[src/rtl/camera_framer_pkg.sv]
// Shared types and constants for the camera stream framer.
// Buffer entry layout, output state encoding and byte constants.
package camera_framer_pkg;

    localparam logic [7:0] SYNC_BYTE = 8'hFF;
    localparam logic [7:0] TAG_FRAME = 8'h00;
    localparam logic [7:0] TAG_ROW   = 8'h01;
    localparam logic [7:0] FRAME_MAX = 8'd254;
    localparam logic [7:0] PIX_MAX   = 8'hFE;

    typedef struct packed {
        logic        sof;
        logic        sor;
        logic [7:0]  pix;
        logic [15:0] row;
    } framer_entry_t;

    typedef enum logic [1:0] {
        PIX  = 2'd0,
        FHDR = 2'd1,
        RHDR = 2'd2
    } framer_state_t;

    // Keeps the sync marker out of the pixel payload.
    function automatic logic [7:0] clamp_pix(input logic [7:0] p);
        return (p == SYNC_BYTE) ? PIX_MAX : p;
    endfunction

endpackage

[src/rtl/framer_fifo.sv]
// First-word-fall-through buffer of framer entries.
// A push to a full buffer is taken when a pop frees a slot in the same cycle.
module framer_fifo
    import camera_framer_pkg::*;
#(
    parameter int DEPTH = 16
) (
    input  logic          clk_i,
    input  logic          rst_ni,
    input  logic          push_i,
    input  framer_entry_t data_i,
    input  logic          pop_i,
    output framer_entry_t head_o,
    output logic          full_o,
    output logic          empty_o
);

    localparam int AW = $clog2(DEPTH);

    framer_entry_t mem_q [DEPTH];
    logic [AW:0]   wptr_q, wptr_d;
    logic [AW:0]   rptr_q, rptr_d;
    logic          do_push, do_pop;

    assign empty_o = (wptr_q == rptr_q);
    assign full_o  = (wptr_q[AW] != rptr_q[AW]) &&
                     (wptr_q[AW-1:0] == rptr_q[AW-1:0]);
    assign do_pop  = pop_i && !empty_o;
    assign do_push = push_i && (!full_o || do_pop);
    assign head_o  = mem_q[rptr_q[AW-1:0]];
    assign wptr_d  = wptr_q + {{AW{1'b0}}, do_push};
    assign rptr_d  = rptr_q + {{AW{1'b0}}, do_pop};

    always_ff @(posedge clk_i or negedge rst_ni) begin
        if (!rst_ni) begin
            wptr_q <= '0;
            rptr_q <= '0;
        end else begin
            wptr_q <= wptr_d;
            rptr_q <= rptr_d;
        end
    end

    always_ff @(posedge clk_i) begin
        if (do_push) begin
            mem_q[wptr_q[AW-1:0]] <= data_i;
        end
    end

endmodule

[src/rtl/camera_stream_framer.sv]
// Packs tagged camera pixels into a sync-delimited byte stream.
// Frame and row headers are inserted ahead of the pixel that starts them.
module camera_stream_framer
    import camera_framer_pkg::*;
#(
    parameter int DEPTH = 16
) (
    input  logic        clk_i,
    input  logic        rst_ni,
    input  logic        pix_valid_i,
    input  logic [7:0]  pix_i,
    input  logic [15:0] row_i,
    input  logic [15:0] col_i,
    output logic        out_valid_o,
    output logic [7:0]  out_data_o,
    input  logic        out_ready_i,
    output logic        overflow_o,
    output logic [15:0] drop_count_o,
    output logic [7:0]  frame_count_o
);

    framer_entry_t entry_in, head;
    logic          full, empty, pop, fire, drop;
    framer_state_t state_q, state_eff;
    logic [1:0]    hidx_q;
    logic          hdr_done_q;
    logic [7:0]    frame_q;
    logic          ovf_q, ovf_d;
    logic [15:0]   drops_q, drops_d;
    logic          unused_row_hi;

    assign entry_in.sof = (row_i == 16'd0) && (col_i == 16'd0);
    assign entry_in.sor = (col_i == 16'd0);
    assign entry_in.pix = pix_i;
    assign entry_in.row = row_i;

    framer_fifo #(.DEPTH(DEPTH)) u_fifo (
        .clk_i  (clk_i),
        .rst_ni (rst_ni),
        .push_i (pix_valid_i),
        .data_i (entry_in),
        .pop_i  (pop),
        .head_o (head),
        .full_o (full),
        .empty_o(empty)
    );

    // Header entry is decided in the same cycle the head appears.
    always_comb begin
        state_eff = state_q;
        if (state_q == PIX && !empty && !hdr_done_q) begin
            if (head.sof) begin
                state_eff = FHDR;
            end else if (head.sor) begin
                state_eff = RHDR;
            end
        end
    end

    always_comb begin
        out_valid_o = 1'b0;
        out_data_o  = 8'h00;
        unique case (state_eff)
            PIX: begin
                if (!empty) begin
                    out_valid_o = 1'b1;
                    out_data_o  = clamp_pix(head.pix);
                end
            end
            FHDR: begin
                out_valid_o = 1'b1;
                unique case (hidx_q)
                    2'd0:    out_data_o = SYNC_BYTE;
                    2'd1:    out_data_o = TAG_FRAME;
                    default: out_data_o = frame_q;
                endcase
            end
            RHDR: begin
                out_valid_o = 1'b1;
                unique case (hidx_q)
                    2'd0:    out_data_o = SYNC_BYTE;
                    2'd1:    out_data_o = TAG_ROW;
                    2'd2:    out_data_o = {1'b0, head.row[13:7]};
                    default: out_data_o = {1'b0, head.row[6:0]};
                endcase
            end
            default: begin
                out_valid_o = 1'b0;
                out_data_o  = 8'h00;
            end
        endcase
    end

    assign unused_row_hi = ^head.row[15:14];

    assign fire = out_valid_o && out_ready_i;
    assign pop  = fire && (state_eff == PIX);

    always_ff @(posedge clk_i or negedge rst_ni) begin
        if (!rst_ni) begin
            state_q    <= PIX;
            hidx_q     <= 2'd0;
            hdr_done_q <= 1'b0;
            frame_q    <= 8'd0;
        end else begin
            state_q <= state_eff;
            if (fire) begin
                unique case (state_eff)
                    PIX: hdr_done_q <= 1'b0;
                    FHDR: begin
                        if (hidx_q == 2'd2) begin
                            state_q <= RHDR;
                            hidx_q  <= 2'd0;
                            frame_q <= (frame_q == FRAME_MAX) ? 8'd0
                                                              : frame_q + 8'd1;
                        end else begin
                            hidx_q <= hidx_q + 2'd1;
                        end
                    end
                    RHDR: begin
                        if (hidx_q == 2'd3) begin
                            state_q    <= PIX;
                            hidx_q     <= 2'd0;
                            hdr_done_q <= 1'b1;
                        end else begin
                            hidx_q <= hidx_q + 2'd1;
                        end
                    end
                    default: state_q <= PIX;
                endcase
            end
        end
    end

    assign drop    = pix_valid_i && full && !pop;
    assign ovf_d   = ovf_q || drop;
    assign drops_d = (drop && drops_q != 16'hFFFF) ? drops_q + 16'd1 : drops_q;

    always_ff @(posedge clk_i or negedge rst_ni) begin
        if (!rst_ni) begin
            ovf_q   <= 1'b0;
            drops_q <= 16'd0;
        end else begin
            ovf_q   <= ovf_d;
            drops_q <= drops_d;
        end
    end

    assign overflow_o    = ovf_q;
    assign drop_count_o  = drops_q;
    assign frame_count_o = frame_q;

endmodule

[config.mk]
export PLATFORM = sky130hd
export DESIGN_NAME = camera_stream_framer
export DESIGN_NICKNAME = d
export VERILOG_FILES = /design/src/rtl/camera_framer_pkg.sv /design/src/rtl/framer_fifo.sv /design/src/rtl/camera_stream_framer.sv
export SDC_FILE = /design/constraint.sdc
export NUM_CORES = 1
export LEC_CHECK = 0
export BUFFER_PORTS_ARGS = -buffer_cell sky130_fd_sc_hd__clkbuf_2
export CAP_MARGIN = 20
export CORE_MARGIN = 2
export CORE_UTILIZATION = 30
export DETAILED_ROUTE_END_ITERATION = 8
export GPL_ROUTABILITY_DRIVEN = 0
export GPL_TIMING_DRIVEN = 1
export PLACE_DENSITY = 0.44
export SETUP_SLACK_MARGIN = 0.4
export SLEW_MARGIN = 20
export SYNTH_ARGS = -nofsm -noshare
export SYNTH_HDL_FRONTEND = slang
export SYNTH_SLANG_ARGS = --single-unit
[constraint.sdc]
create_clock -name clk_i -period 6.7 [get_ports clk_i]
set_input_delay 1.675 -clock clk_i [delete_from_list [all_inputs] [get_ports clk_i]]
set_output_delay 1.675 -clock clk_i [all_outputs]
set_load 0.005 [all_outputs]
==> results of run 1 <==
## registers in the layout (all words and copies together) (netlist names)
name,flops
hdr_done_q,1
u_fifo.mem_q,384
overflow_o,1
u_fifo.rptr_q,5
frame_count_o,8
u_fifo.wptr_q,5
drop_count_o,16
state_q,2
hidx_q,2
## synth_stat cells (2+ instances only)
| cell | n | area [µm²] |
|---|---|---|
| sky130_fd_sc_hd__inv_1 | 10 | 37.5 |
| sky130_fd_sc_hd__ha_1 | 16 | 200 |
| sky130_fd_sc_hd__clkbuf_1 | 15 | 56.3 |
| sky130_fd_sc_hd__nor4_1 | 9 | 56.3 |
| sky130_fd_sc_hd__o211ai_1 | 3 | 22.5 |
| sky130_fd_sc_hd__nor4_2 | 2 | 25.0 |
| sky130_fd_sc_hd__edfxtp_1 | 384 | 11500 |
| sky130_fd_sc_hd__o22ai_1 | 12 | 75.1 |
| sky130_fd_sc_hd__buf_1 | 3 | 11.3 |
| sky130_fd_sc_hd__and4_1 | 2 | 17.5 |
| sky130_fd_sc_hd__buf_12 | 4 | 80.1 |
| sky130_fd_sc_hd__o21ai_1 | 2 | 10.0 |
| sky130_fd_sc_hd__nand2_1 | 25 | 93.8 |
| sky130_fd_sc_hd__nand3b_1 | 2 | 15.0 |
| sky130_fd_sc_hd__dfrtp_1 | 40 | 1000 |
| sky130_fd_sc_hd__buf_6 | 5 | 56.3 |
| sky130_fd_sc_hd__a211oi_1 | 3 | 22.5 |
| sky130_fd_sc_hd__nor3_1 | 10 | 50.1 |
| sky130_fd_sc_hd__nand2b_1 | 7 | 43.8 |
| sky130_fd_sc_hd__clkbuf_2 | 2 | 10.0 |
| sky130_fd_sc_hd__nand4_1 | 8 | 50.1 |
| sky130_fd_sc_hd__buf_2 | 10 | 50.1 |
| sky130_fd_sc_hd__mux2i_1 | 6 | 60.1 |
| sky130_fd_sc_hd__buf_4 | 3 | 22.5 |
| sky130_fd_sc_hd__xnor2_1 | 15 | 131 |
| sky130_fd_sc_hd__nor2b_1 | 11 | 68.8 |
| sky130_fd_sc_hd__o31ai_1 | 7 | 52.6 |
| sky130_fd_sc_hd__mux4_1 | 14 | 368 |
| sky130_fd_sc_hd__a31oi_1 | 3 | 18.8 |
| sky130_fd_sc_hd__mux4_2 | 95 | 2140 |
| sky130_fd_sc_hd__a22oi_1 | 22 | 165 |
| sky130_fd_sc_hd__and2_1 | 2 | 12.5 |
| sky130_fd_sc_hd__or4_1 | 2 | 15.0 |
| sky130_fd_sc_hd__a21o_1 | 8 | 60.1 |
| sky130_fd_sc_hd__nor2_1 | 34 | 128 |
| sky130_fd_sc_hd__o21ai_0 | 8 | 40.0 |
| sky130_fd_sc_hd__a21oi_1 | 8 | 40.0 |
| sky130_fd_sc_hd__nand3_1 | 11 | 55.1 |
| sky130_fd_sc_hd__xor2_1 | 10 | 87.6 |
## worst register-to-register path: cells and delay by family, from the launching register on
kind	cells	cell delay (ns)
DFF	1	0.59
muxes	2	0.71
buffers and inverters	2	0.67
adders and majority gates	1	0.34
and+or+nand+nor	6	2.34
AOI/OAI and AO/OA	2	0.37
## final cells by class
type                            instances  area (µm²)
Timing Repair Buffer                  105         633
Inverter                               10        37.5
Fill cell                            5251       36500
Tap cell                              756         946
Sequential cell                       424       12500
Clock buffer                           60        1250
Clock inverter                         20         214
Multi-Input combinational cell        372        4410
## power breakdown
part | internal (W) | total (W) | switching, W
logic | 0.000196 | 0.000579 | 0.000383
clock network | 0.00146 | 0.00249 | 0.00103
registers | 0.00314 | 0.00324 | 0.0000965
## metrics by stage
| stage | total power [W] | utilization (%) |
|---|---|---|
| 6_report | 0.00631 | 35.5 |
| 3_5_place_dp | 0.00389 | 32.9 |
| 2_1_floorplan | 0.00358 | - |
| 4_1_cts | 0.00641 | 35.5 |
| 3_3_place_gp | 0.00389 | 32.9 |
| 5_1_grt | 0.00657 | 35.5 |
## placed cells by master (no fill, tap or decap), types with 9 or more instances in the layout
cell type                   netlist  final
sky130_fd_sc_hd__nand3_1         11     11
sky130_fd_sc_hd__nor4_1           9      9
sky130_fd_sc_hd__mux4_1          14     14
sky130_fd_sc_hd__xor2_1          10     10
sky130_fd_sc_hd__mux4_2          95     95
sky130_fd_sc_hd__ha_1            16     16
sky130_fd_sc_hd__o22ai_1         12     12
sky130_fd_sc_hd__buf_4            3     25
sky130_fd_sc_hd__dfrtp_1         40     37
sky130_fd_sc_hd__nor2b_1         11     11
sky130_fd_sc_hd__nand2_1         25     25
sky130_fd_sc_hd__nor2_1          34     22
sky130_fd_sc_hd__edfxtp_1       384    384
sky130_fd_sc_hd__clkbuf_1        15     12
sky130_fd_sc_hd__xnor2_1         15     15
sky130_fd_sc_hd__nor2_4           0     12
sky130_fd_sc_hd__inv_1           10     10
sky130_fd_sc_hd__a22oi_1         22     22
sky130_fd_sc_hd__clkbuf_16        0     48
sky130_fd_sc_hd__clkbuf_2         2     77
## path summary, 6_finish.rpt
check | slack, ns | end | cells after the start
worst min-delay path | 0.47 | overflow_o$_DFF_PN0_ | 1
min in group asynchronous | 1.17 | drop_count_o[5]$_DFFE_PN0P_ | 2
worst min register to register | 0.47 | overflow_o$_DFF_PN0_ | 1
worst max register to register | 1.29 | u_fifo.mem_q[1][9]$_DFFE_PP_ | 13
max in group asynchronous | 5.11 | u_fifo.rptr_q[0]$_DFF_PN0_ | 2
worst max-delay path | 0.93 | out_data_o[0] | 11
## layer usage
layer / part of all wire, % / wire (µm) / vias up / global-route usage [%]
met5: 0 / 0 / - / 0
met4: 1.7 / 698 / 0 / 3.83
met3: 4.0 / 1670 / 48 / 2.20
met2: 48 / 19900 / 176 / 22.6
met1: 47 / 19600 / 4540 / 20.8
li1: - / - / 3746 / -
## logic make-up (layout without fill, tap and decap cells)
family | count (synthesis) | count (layout) | synth area share, %
buffers and inverters | 52 | 195 | 1.89
AOI/OAI and AO/OA | 82 | 82 | 3.28
muxes | 116 | 116 | 15.0
xor gates and xnor gates | 26 | 26 | 1.37
adders and majority gates | 16 | 16 | 1.17
DFF | 424 | 424 | 73.0
and+or+nand+nor | 132 | 132 | 4.22
==> flow_metrics.py, run 1 <==
metrics = {
    "synth": {
        "seq_area_frac_synth_pct": 73.0,
        "synth.lib_cells_used.distinct": 54,
        "synthesis.area_mm2": 0.0172,
        "postSynth.topFlopCell": "sky130_fd_sc_hd__edfxtp_1",
        "syn-mean-instance-area_um2": 20.2,
        "netlist_instances": 848,
        "yosysWarnings": 0,
        "syn-num-nets": 908,
        "synthArstFlopShare_pct": 9.43,
        "post_synth_edffs": 384,
        "synth-seq-cells": 424,
    },
    "place": {
        "post_dp_cell_area_mm2": 0.0186,
        "portBuffers": 77,
        "placedCellCount": 1667,
        "placement.setup.worst_slack_ns": 1.21,
        "place_hpwl_um": 25900,
    },
    "global_route": {
        "grt_pass1_wl_um": 62100,
        "via_count_of_the_first_global_routing_pass": 8746,
        "grt_antenna_before_repair": 0,
        "maximum_number_of_pins_on_one_net_before_global_route_repair": 58,
        "grtUsageTotal_pct": 14.4,
        "grt.overflow.total": 0,
    },
    "clock_network": {
        "clock_sinks": 424,
        "clkLatencyLatePin_ns": 0.59,
        "cts-buffers-inserted": 47,
        "number_of_resized_instances_in_the_post_cts_repair_step": 0,
        "cts_htree_levels": 2,
        "cts_tree": "built",
        "post-cts-setup-buffer-count": 0,
        "cts-root-to-sink-buffers": 3,
        "clk_transition_reported_paths_ns": 0.06,
        "hold_buffers": 0,
        "clockRootBuffer": "sky130_fd_sc_hd__clkbuf_16",
    },
    "drt": {
        "totalWireLength_um": 41900,
        "routed_via_density": 4.87,
        "dr.first_iter.drc_count": 550,
        "remaining_drc_errors": 0,
        "detailedRoute.firstPassIterationCount": 5,
        "drt.antenna.violating_nets": 0,
        "post_drt_wl_per_cell_um": 24.0,
        "via_count": 8510,
    },
    "cells_and_area": {
        "final_layout_size_suffix_gt1_share_pct": 29.6,
        "area.growth.synth_to_final_pct": 16.7,
        "final_nets": 1020,
        "insertedDiodeCount": 0,
        "final_non_filler_cell_area_mm2": 0.0200,
        "finish.cell_count_without_fillers": 1747,
    },
    "floorplan": {
        "core_mm2": 0.0565,
        "ioPinCount": 78,
        "std_cell_rows": 87,
        "floorplan.die_area_mm2": 0.0591,
        "initial_utilization_pct": 30.4,
        "die_width_um": 243,
        "die_height_um": 243,
    },
    "worst_setup_path": {
        "regToRegStartpoint": "u_fifo.rptr_q[0]$_DFF_PN0_",
        "worst-endpoint-required_ns": 5.03,
        "worst_path_max_delay_cell": "sky130_fd_sc_hd__dfrtp_4",
        "crit_buf_inv": 3,
        "crit_startpoint": "u_fifo.rptr_q[0]$_DFF_PN0_",
        "worstSetupEndpointType": "primary output",
        "cp.arrival_ns": 4.09,
        "timing.critical_path.mode_cell": "sky130_fd_sc_hd__a211oi_1",
        "worstPathMaxFanout": 28,
        "kind_of_critical_path": "flop to primary output",
        "critPathMaxStageDelay_ns": 0.59,
        "critPathTopFamily": "buffers and inverters",
        "start_kind": "flop",
        "path_cells": "buf_4 > mux4_2 > mux2i_1 > a211oi_1 > o21bai_1 > inv_1 > ha_1 > nor2b_1 > a211oi_1 > o31ai_1 > clkbuf_2",
    },
    "timing": {
        "timing_worst_slew_pin_value_ns": 0.984,
        "post-route-min-period_ns": 5.77,
        "post-route-worst-setup-slack_ns": 0.934,
        "grt_setup_unrepaired": "false",
        "slew_violations": 0,
        "clock.fmax_ghz": 0.173,
        "timing.clock.skew_ns": 0.0244,
        "setup-tns-final_ns": 0,
        "setup-violations-final": 0,
        "worst_slew_margin_rel_pct": 34.1,
        "timing.final.crit_share_pct": 86.1,
        "hold-worst-slack_ns": 0.475,
        "timing.final.hold_violations": 0,
    },
    "worst_hold_path": {
        "hp-class": "flop to flop",
        "hold_path.startpoint": "overflow_o$_DFF_PN0_",
    },
    "flow_run": {
        "max_cap_violations": 0,
    },
    "pwr": {
        "leakagePower_nw": 6.59,
        "power.density_cell_area_mw_per_mm2": 315,
        "power.ir.vdd_worst_mv": 0.155,
    },
    "run_status": {
        "status": "finished clean",
    },
}
Note: power is estimated with default switching activity, not from simulation.
==> run 2, diff against run 1 <==
--- a/config.mk
+++ b/config.mk
@@ -12,9 +12,9 @@
 export DETAILED_ROUTE_END_ITERATION = 8
 export GPL_ROUTABILITY_DRIVEN = 0
 export GPL_TIMING_DRIVEN = 1
+export MAX_ROUTING_LAYER = met4
 export PLACE_DENSITY = 0.44
 export SETUP_SLACK_MARGIN = 0.4
-export SLEW_MARGIN = 20
 export SYNTH_ARGS = -nofsm -noshare
 export SYNTH_HDL_FRONTEND = slang
 export SYNTH_SLANG_ARGS = --single-unit
==> flow_metrics.py, run 2 (synthesis results as in run 1) <==
metrics = {
    "pwr": {
        "power.density_cell_area_mw_per_mm2": 315,
        "power.ir.vdd_worst_mv": 0.155,
        "leakagePower_nw": 6.59,
    },
    "clock_network": {
        "post-cts-setup-buffer-count": 0,
        "clockRootBuffer": "sky130_fd_sc_hd__clkbuf_16",
        "clk_transition_reported_paths_ns": 0.06,
        "clkLatencyLatePin_ns": 0.59,
        "cts-buffers-inserted": 47,
        "hold_buffers": 0,
        "number_of_resized_instances_in_the_post_cts_repair_step": 0,
        "cts_htree_levels": 2,
        "cts-root-to-sink-buffers": 3,
        "clock_sinks": 424,
        "cts_tree": "built",
    },
    "drt": {
        "drt.antenna.violating_nets": 0,
        "detailedRoute.firstPassIterationCount": 5,
        "dr.first_iter.drc_count": 571,
        "routed_via_density": 4.89,
        "remaining_drc_errors": 0,
        "via_count": 8550,
        "post_drt_wl_per_cell_um": 24.0,
        "totalWireLength_um": 41900,
    },
    "cells_and_area": {
        "final_common_cell": "sky130_fd_sc_hd__edfxtp_1",
        "insertedDiodeCount": 0,
        "layout.cells.most_common_list": "sky130_fd_sc_hd__edfxtp_1 (384), sky130_fd_sc_hd__mux4_2 (95), sky130_fd_sc_hd__clkbuf_2 (77), sky130_fd_sc_hd__clkbuf_16 (48), sky130_fd_sc_hd__dfrtp_1 (37)",
        "area.growth.synth_to_final_pct": 16.7,
        "largest_register_ff_count": 384,
        "final_nets": 1020,
        "final_layout_size_suffix_gt1_share_pct": 29.6,
    },
    "worst_setup_path": {
        "worst_path_max_delay_cell": "sky130_fd_sc_hd__dfrtp_4",
        "worstPathMaxFanout": 28,
        "crit_buf_inv": 3,
        "reg2reg_slack_ns": 1.30,
        "worstSetupEndpointType": "primary output",
        "critPathMaxStageDelay_ns": 0.60,
        "path_cells": "buf_4 > mux4_2 > mux2i_1 > a211oi_1 > o21bai_1 > inv_1 > ha_1 > nor2b_1 > a211oi_1 > o31ai_1 > clkbuf_2",
        "critPathTopFamily": "buffers and inverters",
        "start_kind": "flop",
        "timing.critical_path.mode_cell": "sky130_fd_sc_hd__a211oi_1",
        "end_of_the_worst_register_to_register_path": "u_fifo.mem_q[1][9]$_DFFE_PP_",
        "worst-endpoint-required_ns": 5.03,
        "cp.arrival_ns": 4.10,
        "kind_of_critical_path": "flop to primary output",
        "regToRegStartpoint": "u_fifo.rptr_q[0]$_DFF_PN0_",
        "timing.reg2reg.worst_path_depth": 13,
    },
    "floorplan": {
        "core_mm2": 0.0565,
        "ioPinCount": 78,
        "initial_utilization_pct": 30.4,
        "die_height_um": 243,
        "die_width_um": 243,
        "floorplan.die_area_mm2": 0.0591,
        "std_cell_rows": 87,
    },
    "global_route": {
        "grt_pass1_wl_um": 62100,
        "maximum_number_of_pins_on_one_net_before_global_route_repair": 58,
        "grtUsageTotal_pct": 14.8,
        "grt.overflow.total": 0,
        "grt_antenna_before_repair": 0,
        "via_count_of_the_first_global_routing_pass": 8737,
    },
    "run_status": {
        "status": "finished clean",
    },
    "place": {
        "portBuffers": 77,
        "place_hpwl_um": 25900,
    },
    "timing": {
        "slew_violations": 0,
        "clock.fmax_ghz": 0.173,
        "timing_worst_slew_pin_value_ns": 0.968,
        "setup-violations-final": 0,
        "timing.final.hold_violations": 0,
        "worst_slew_margin_rel_pct": 35.2,
        "timing.clock.skew_ns": 0.0223,
        "timing.final.crit_share_pct": 86.2,
        "hold-worst-slack_ns": 0.475,
        "setup-tns-final_ns": 0,
        "grt_setup_unrepaired": "false",
        "post-route-min-period_ns": 5.78,
    },
    "worst_hold_path": {
        "hp-class": "flop to flop",
        "hold_path.startpoint": "overflow_o$_DFF_PN0_",
        "hold-path-cell-count": 1,
        "hold-path-endpoint": "overflow_o$_DFF_PN0_",
    },
    "flow_run": {
        "max_cap_violations": 0,
    },
}
run 2: cell counts in the layout (fill, tap and decap cells not counted):
Identical to the previous run, type by type.
run 2: report_power, final:
group	switching, W	internal (W)
clock	0.00103	0.00146
sequential	0.0000956	0.00314
combinational	0.000382	0.000196
run 2: layer usage:
layer | global-route usage [%] | vias to the layer above | wire [µm]
li1 | - | 3744 | -
met1 | 20.8 | 4568 | 19500
met2 | 22.6 | 187 | 19900
met3 | 2.19 | 51 | 1770
met4 | 3.83 | 0 | 703
met5 | - | - | 0
run 2: final cells by class:
cell class	count	area, µm²
Fill cell	5251	36500
Sequential cell	424	12500
Multi-Input combinational cell	372	4410
Clock buffer	60	1250
Tap cell	756	946
Timing Repair Buffer	105	633
Clock inverter	20	214
Inverter	10	37.5
run 2: worst register-to-register path, delay by kind of cell, from the launching register on:
kind,cells,cell delay [ns]
and+or+nand+nor,6,2.32
DFF,1,0.60
AOI/OAI and AO/OA,2,0.37
muxes,2,0.71
adders and majority gates,1,0.34
buffers and inverters,2,0.66
run 2: worst max-delay path by stage:
stage               cells past startpoint                       start                       endpoint  slack [ns]
global route                           11  u_fifo.rptr_q[0]$_DFF_PN0_                  out_data_o[2]        0.63
CTS                                    11  u_fifo.rptr_q[0]$_DFF_PN0_                  out_data_o[0]        0.86
detailed placement                     13  u_fifo.rptr_q[0]$_DFF_PN0_   u_fifo.mem_q[1][4]$_DFFE_PP_        1.21
floorplan                              13  u_fifo.rptr_q[0]$_DFF_PN0_   u_fifo.mem_q[0][0]$_DFFE_PP_        1.17
global placement                       13  u_fifo.rptr_q[0]$_DFF_PN0_  u_fifo.mem_q[1][19]$_DFFE_PP_        1.31
finish                                 11  u_fifo.rptr_q[0]$_DFF_PN0_                  out_data_o[0]        0.92
run 2: through the flow:
stage | instance area (µm²) | cells | util, % | total power, W | setup slack [ns]
2_1_floorplan | 17200 | 848 | - | 0.00358 | 1.17
3_3_place_gp | 18600 | 1667 | 32.9 | 0.00389 | 1.31
3_5_place_dp | 18600 | 1667 | 32.9 | 0.00389 | 1.21
4_1_cts | 20000 | 1747 | 35.5 | 0.00641 | 0.855
5_1_grt | 20000 | 1747 | 35.5 | 0.00657 | 0.635
6_report | 20000 | 1747 | 35.5 | 0.00631 | 0.925
